===== src/rtl/uart_cmd_tx.sv =====
// uart_cmd_tx: 8N1 LSB-first serialiser for the car command byte.
// A frame is sent whenever cmd_in differs from the last byte sent. The current
// command is also re-sent as a keep-alive after REFRESH_CYCLES idle cycles.
module uart_cmd_tx #(
  parameter int CLK_FREQ       = 100_000_000,
  parameter int BAUD           = 115_200,
  parameter int REFRESH_CYCLES = 5_000_000
) (
  input  logic       clk,
  input  logic       rst_n,
  input  logic       enable,
  input  logic [7:0] cmd_in,
  output logic       txd,
  output logic       busy,
  output logic       frame_sent
);

  localparam int CPB = CLK_FREQ / BAUD;
  localparam int BW  = (CPB > 1) ? $clog2(CPB) : 1;
  localparam int RW  = (REFRESH_CYCLES > 1) ? $clog2(REFRESH_CYCLES) : 1;
  localparam logic [BW-1:0] BAUD_LAST = BW'(CPB - 1);
  localparam logic [RW-1:0] REF_LAST  = RW'((REFRESH_CYCLES > 0) ? REFRESH_CYCLES - 1 : 0);
  localparam bit REF_EN = (REFRESH_CYCLES != 0);

  typedef enum logic [1:0] {IDLE, START, DATA, STOP} state_t;

  state_t        state, state_n;
  logic [BW-1:0] baud_cnt, baud_n;
  logic [2:0]    bit_idx, bit_n;
  logic [RW-1:0] refresh_cnt, ref_n;
  logic [7:0]    shift_reg, shift_n;
  logic [7:0]    last_sent, last_n;
  logic          first_flag, first_n;
  logic          txd_n, busy_n, fs_n;
  logic          launch, baud_wrap;

  assign baud_wrap = (baud_cnt == BAUD_LAST);
  // Only the keep-alive term depends on REFRESH_CYCLES; with 0 it never fires.
  assign launch = enable & (first_flag | (cmd_in != last_sent) |
                            (REF_EN & (refresh_cnt == REF_LAST)));

  // Next-state and next-output logic; txd is computed for the upcoming state so it leaves a flop.
  always_comb begin
    state_n = state;
    baud_n  = baud_cnt;
    bit_n   = bit_idx;
    ref_n   = refresh_cnt;
    shift_n = shift_reg;
    last_n  = last_sent;
    first_n = first_flag;
    txd_n   = 1'b1;
    busy_n  = busy;
    fs_n    = 1'b0;
    case (state)
      IDLE: begin
        if (refresh_cnt != REF_LAST) ref_n = refresh_cnt + 1'b1;
        if (launch) begin
          shift_n = cmd_in;
          last_n  = cmd_in;
          first_n = 1'b0;
          ref_n   = '0;
          baud_n  = '0;
          busy_n  = 1'b1;
          state_n = START;
          txd_n   = 1'b0;
        end
      end
      START: begin
        txd_n = 1'b0;
        if (baud_wrap) begin
          baud_n  = '0;
          bit_n   = 3'd0;
          state_n = DATA;
          txd_n   = shift_reg[0];
        end else begin
          baud_n = baud_cnt + 1'b1;
        end
      end
      DATA: begin
        txd_n = shift_reg[bit_idx];
        if (baud_wrap) begin
          baud_n = '0;
          if (bit_idx == 3'd7) begin
            state_n = STOP;
            txd_n   = 1'b1;
          end else begin
            bit_n = bit_idx + 3'd1;
            txd_n = shift_reg[bit_n];
          end
        end else begin
          baud_n = baud_cnt + 1'b1;
        end
      end
      STOP: begin
        txd_n = 1'b1;
        if (baud_wrap) begin
          baud_n  = '0;
          state_n = IDLE;
          busy_n  = 1'b0;
          fs_n    = 1'b1;
        end else begin
          baud_n = baud_cnt + 1'b1;
        end
      end
      default: state_n = IDLE;
    endcase
  end

  // State and output registers; reset aborts any frame and returns the line to idle-high.
  always_ff @(posedge clk) begin
    if (!rst_n) begin
      state       <= IDLE;
      baud_cnt    <= '0;
      bit_idx     <= 3'd0;
      refresh_cnt <= '0;
      shift_reg   <= 8'h00;
      last_sent   <= 8'h00;
      first_flag  <= 1'b1;
      txd         <= 1'b1;
      busy        <= 1'b0;
      frame_sent  <= 1'b0;
    end else begin
      state       <= state_n;
      baud_cnt    <= baud_n;
      bit_idx     <= bit_n;
      refresh_cnt <= ref_n;
      shift_reg   <= shift_n;
      last_sent   <= last_n;
      first_flag  <= first_n;
      txd         <= txd_n;
      busy        <= busy_n;
      frame_sent  <= fs_n;
    end
  end

endmodule


===== config.mk =====
export PLATFORM = sky130hd
export DESIGN_NAME = uart_cmd_tx
export DESIGN_NICKNAME = d
export VERILOG_FILES = /design/src/rtl/uart_cmd_tx.sv
export SDC_FILE = /design/constraint.sdc
export NUM_CORES = 1
export LEC_CHECK = 0
export ABC_CLOCK_PERIOD_IN_PS = 2200
export CORE_UTILIZATION = 60
export CTS_CLUSTER_SIZE = 10
export DETAILED_ROUTE_END_ITERATION = 8
export PLACE_DENSITY = 0.8
export SETUP_SLACK_MARGIN = 0.3
export SLEW_MARGIN = 25
export SYNTH_ARGS = -nofsm -noshare
export SYNTH_HDL_FRONTEND = slang
export SYNTH_SLANG_ARGS = --single-unit

===== constraint.sdc =====
create_clock -name clk -period 2.2 [get_ports clk]
set_input_delay 0.33 -clock clk [delete_from_list [all_inputs] [get_ports clk]]
set_output_delay 0.33 -clock clk [all_outputs]
set_load 0.01 [all_outputs]

==> impl_results.md <==
- Status: complete, no violations
- Clk_skew: 4.07 ps
- Clock slew at reported path FFs: 90 ps
- Clock tree buffer depth: 2
- Worst hold margin: 374 ps
- Final ANT Viol Nets: 0
- First-pass GRT wire length: 9940 um
- Count of synthesis-stage warnings from yosys: 0
- Max_cap viols: 0
- Hold buffers post-CTS: 0
- Total GRT Usage: 25.6%
- Setup_tns: 0 ps
- Mapped Cells: 302
- Post-synth cell types: 53
- Final hold violations: 0
- Worst-Skew Late Latency: 310 ps
- Max Slew Vio Count: 0
- Initial antenna violation count: 0
- Top FF cell, synth: dfxtp_1
- Hold crit path type: in -> reg
- Syn_nets: 322
- Sequential share of the synthesized area: 36.7%
- DRC viols: 0
- Post-route cell area: 3250 sq um
- Peak Freq: 501 MHz
- EDFF count, synth: 0
- Setup WS pre-CTS: -66.5 ps
- Final worst slack: 202 ps
- Post-synthesis async set-or-reset flop share: 0%
- Ant. Diodes: 0
- Cell area after synthesis: 2730 sq um
- Wire per inst: 16.3 um
- Filler cell count: 287
- Total Routed Length: 6290 um
- Register bit total from synthesis: 50
- Worst Setup EP: baud_cnt[1]$_SDFFE_PN0P_
- Routed vias: 2337
- Rel. slew slack: 35.5%
- R2R depth: 6
- Largest net degree at the start of global routing: 22
- Site row count: 24
- Worst r2r src: refresh_cnt[7]$_SDFFE_PN0P_
- Power Dens Cells: 822 nW/um^2
- Placed cells: 365
- Area growth, synth to finish: 19.1%
- Initial DRC Count: 217
- Pre-Repair DR Iteration Count: 4
- Pwr Total: 2.67 mW
- Io pins: 14
- Leakage power: 1.25 nW
- Worst R2R Setup Slack: 200 ps
- Vias in the first global route: 2242
- Routability Congestion: 0.837
- Htree depth: 2
- GRT overflow: 0
- Fin nets: 355
- Number of buffers created by CTS: 5
- CTS tree: yes
- Synth Area per Inst: 9.02 sq um
- RSZ-0062 raised after global routing: yes
- Full die area: 4820 sq um
- Die Ht: 69.4 um
- Worst Tran Pin Value: 965 ps
- Worst path arrival time: 2200 ps
- Critical path class: reg -> reg
- Required time worst endpoint: 2400 ps
- Reg-to-Reg End: baud_cnt[1]$_SDFFE_PN0P_
- CP Launch Type: flop
- Worst Setup SP: refresh_cnt[7]$_SDFFE_PN0P_
- Critical path capture point type: flop
- Layout cells sized above 1: 23.3%
- Worst IR Drop VDD: 0.490 mV
- Period utilisation layout: 90.8%
- Final setup vio count: 0
- Crit path max fanout: 4
- Initial core utilization: 62.6%
- Routed vias/inst: 6.04
- DIE WIDTH: 69.4 um
- Final std cells w/o fill: 387
- Final min period: 2000 ps
- Placeable Area: 4350 sq um
- Count of input and output buffers: 13
- Root Buffer: clkbuf_8
- Placed cell areas: 2920 sq um
- Final Util: 74.5%
- Clock Sinks: 50
- Final HPWL from detailed placement: 3800 um
[cells in the mapped netlist (2+ instances only)]
library cell	number	area (sq um)
ha_1	9	113
clkbuf_1	5	18.8
mux4_2	4	90.1
nor2_1	37	139
o21ai_0	11	55.1
a31oi_1	8	50.1
xor2_1	19	166
nand4_1	7	43.8
nand2_1	34	128
and3_1	4	25.0
nor4_1	4	25.0
o21a_1	2	15.0
or2_2	3	18.8
and4bb_1	2	25.0
nor2b_1	8	50.1
buf_2	2	10.0
nor3_1	10	50.1
o31ai_1	2	15.0
mux2i_1	12	120
buf_4	2	15.0
o41ai_2	2	32.5
nand3_1	13	65.1
xnor2_1	10	87.6
and2_1	4	25.0
a21oi_1	2	10.0
buf_6	3	33.8
a21boi_1	2	15.0
nand2_4	2	22.5
dfxtp_1	50	1000
and4_2	2	20.0
inv_1	5	18.8
[sequential cells by signal, indices dropped and copies added (netlist names)]
register	cells
first_flag	1
frame_sent	1
refresh_cnt	23
last_sent	8
baud_cnt	10
bit_idx	3
txd	1
busy	1
state	2
[cell usage in the layout (no fill, tap or decap), drive strengths merged, types with 3 or more instances in the layout]
cell           instances
or2                    4
xnor2                 10
xor2                  19
nor2b                  8
nand3                 13
a31oi                  8
nor2                  38
and2                   4
and4                   3
dfxtp                 50
mux2i                 12
mux4                   4
o21ai                 12
and3                   4
a21oi                  3
inv                    5
a21boi                 3
clkdlybuf4s50         10
buf                   24
clkbuf                 5
nor4                   5
ha                     9
nand2                 37
nand4                  7
nor3                  10
[critical path, stage by stage, from the launching register on]
cell and delay [ps]:
dfxtp_2 340, or4_4 590, nor4_4 350, buf_4 190
nor2_4 50, a32o_1 220, and2_1 150
[what timing repair did]
action / 4_1_cts / 5_1_grt
buffers inserted: 4 / 8
gates resized for setup: 7 / 36
gates cloned: 1 / 2
pin swaps: 2 / 14
endpoints found under the setup margin: 29 / 47
[final cells by class]
class | count | area (sq um) | share of cell area (%)
flip-flops and latches | 50 | 1020 | 31.4
inverters | 5 | 18.8 | 0.578
clock inverters | 2 | 10.0 | 0.308
clock buffers | 5 | 68.8 | 2.12
multi-input cells | 236 | 1750 | 53.9
repair buffers | 37 | 315 | 9.71
well taps | 52 | 65.1 | 2.00
[how the worst min path moves through the flow]
stage,start,end,slack [ps],depth (start not counted)
after global routing,cmd_in[3],last_sent[3]$_SDFFE_PN0P_,400,3
after CTS,first_flag$_SDFFE_PN1P_,first_flag$_SDFFE_PN1P_,450,2
final,cmd_in[3],last_sent[3]$_SDFFE_PN0P_,370,3
after global placement,first_flag$_SDFFE_PN1P_,first_flag$_SDFFE_PN1P_,430,2
after floorplan,first_flag$_SDFFE_PN1P_,first_flag$_SDFFE_PN1P_,420,2
after detailed placement,first_flag$_SDFFE_PN1P_,first_flag$_SDFFE_PN1P_,440,2
[routing by layer]
layer  track usage, %  up-vias  wire length (um)
met5                0        -                 0
met4             10.9        0               131
met3             5.52       17               296
met2             45.2       83              3250
met1             29.9     1114              2610
li1                 -     1123                 -
[report_power, final]
part,internal [mW],leakage [nW],switching [mW]
clock,0.214,0.0438,0.305
combinational,0.460,0.796,0.613
sequential,0.993,0.412,0.0830
[logic make-up after synthesis]
logic type               share of synthesized area (%)
XOR/XNOR                                          9.32
AND/OR/NAND/NOR                                   28.3
AO/OA/AOI/OAI                                     9.83
flip-flops                                        36.7
multiplexers                                      8.13
adder cells (fa/ha/maj)                           4.13
buffers and inverters                             3.54
No activity file was read; power rests on OpenSTA's default activity.
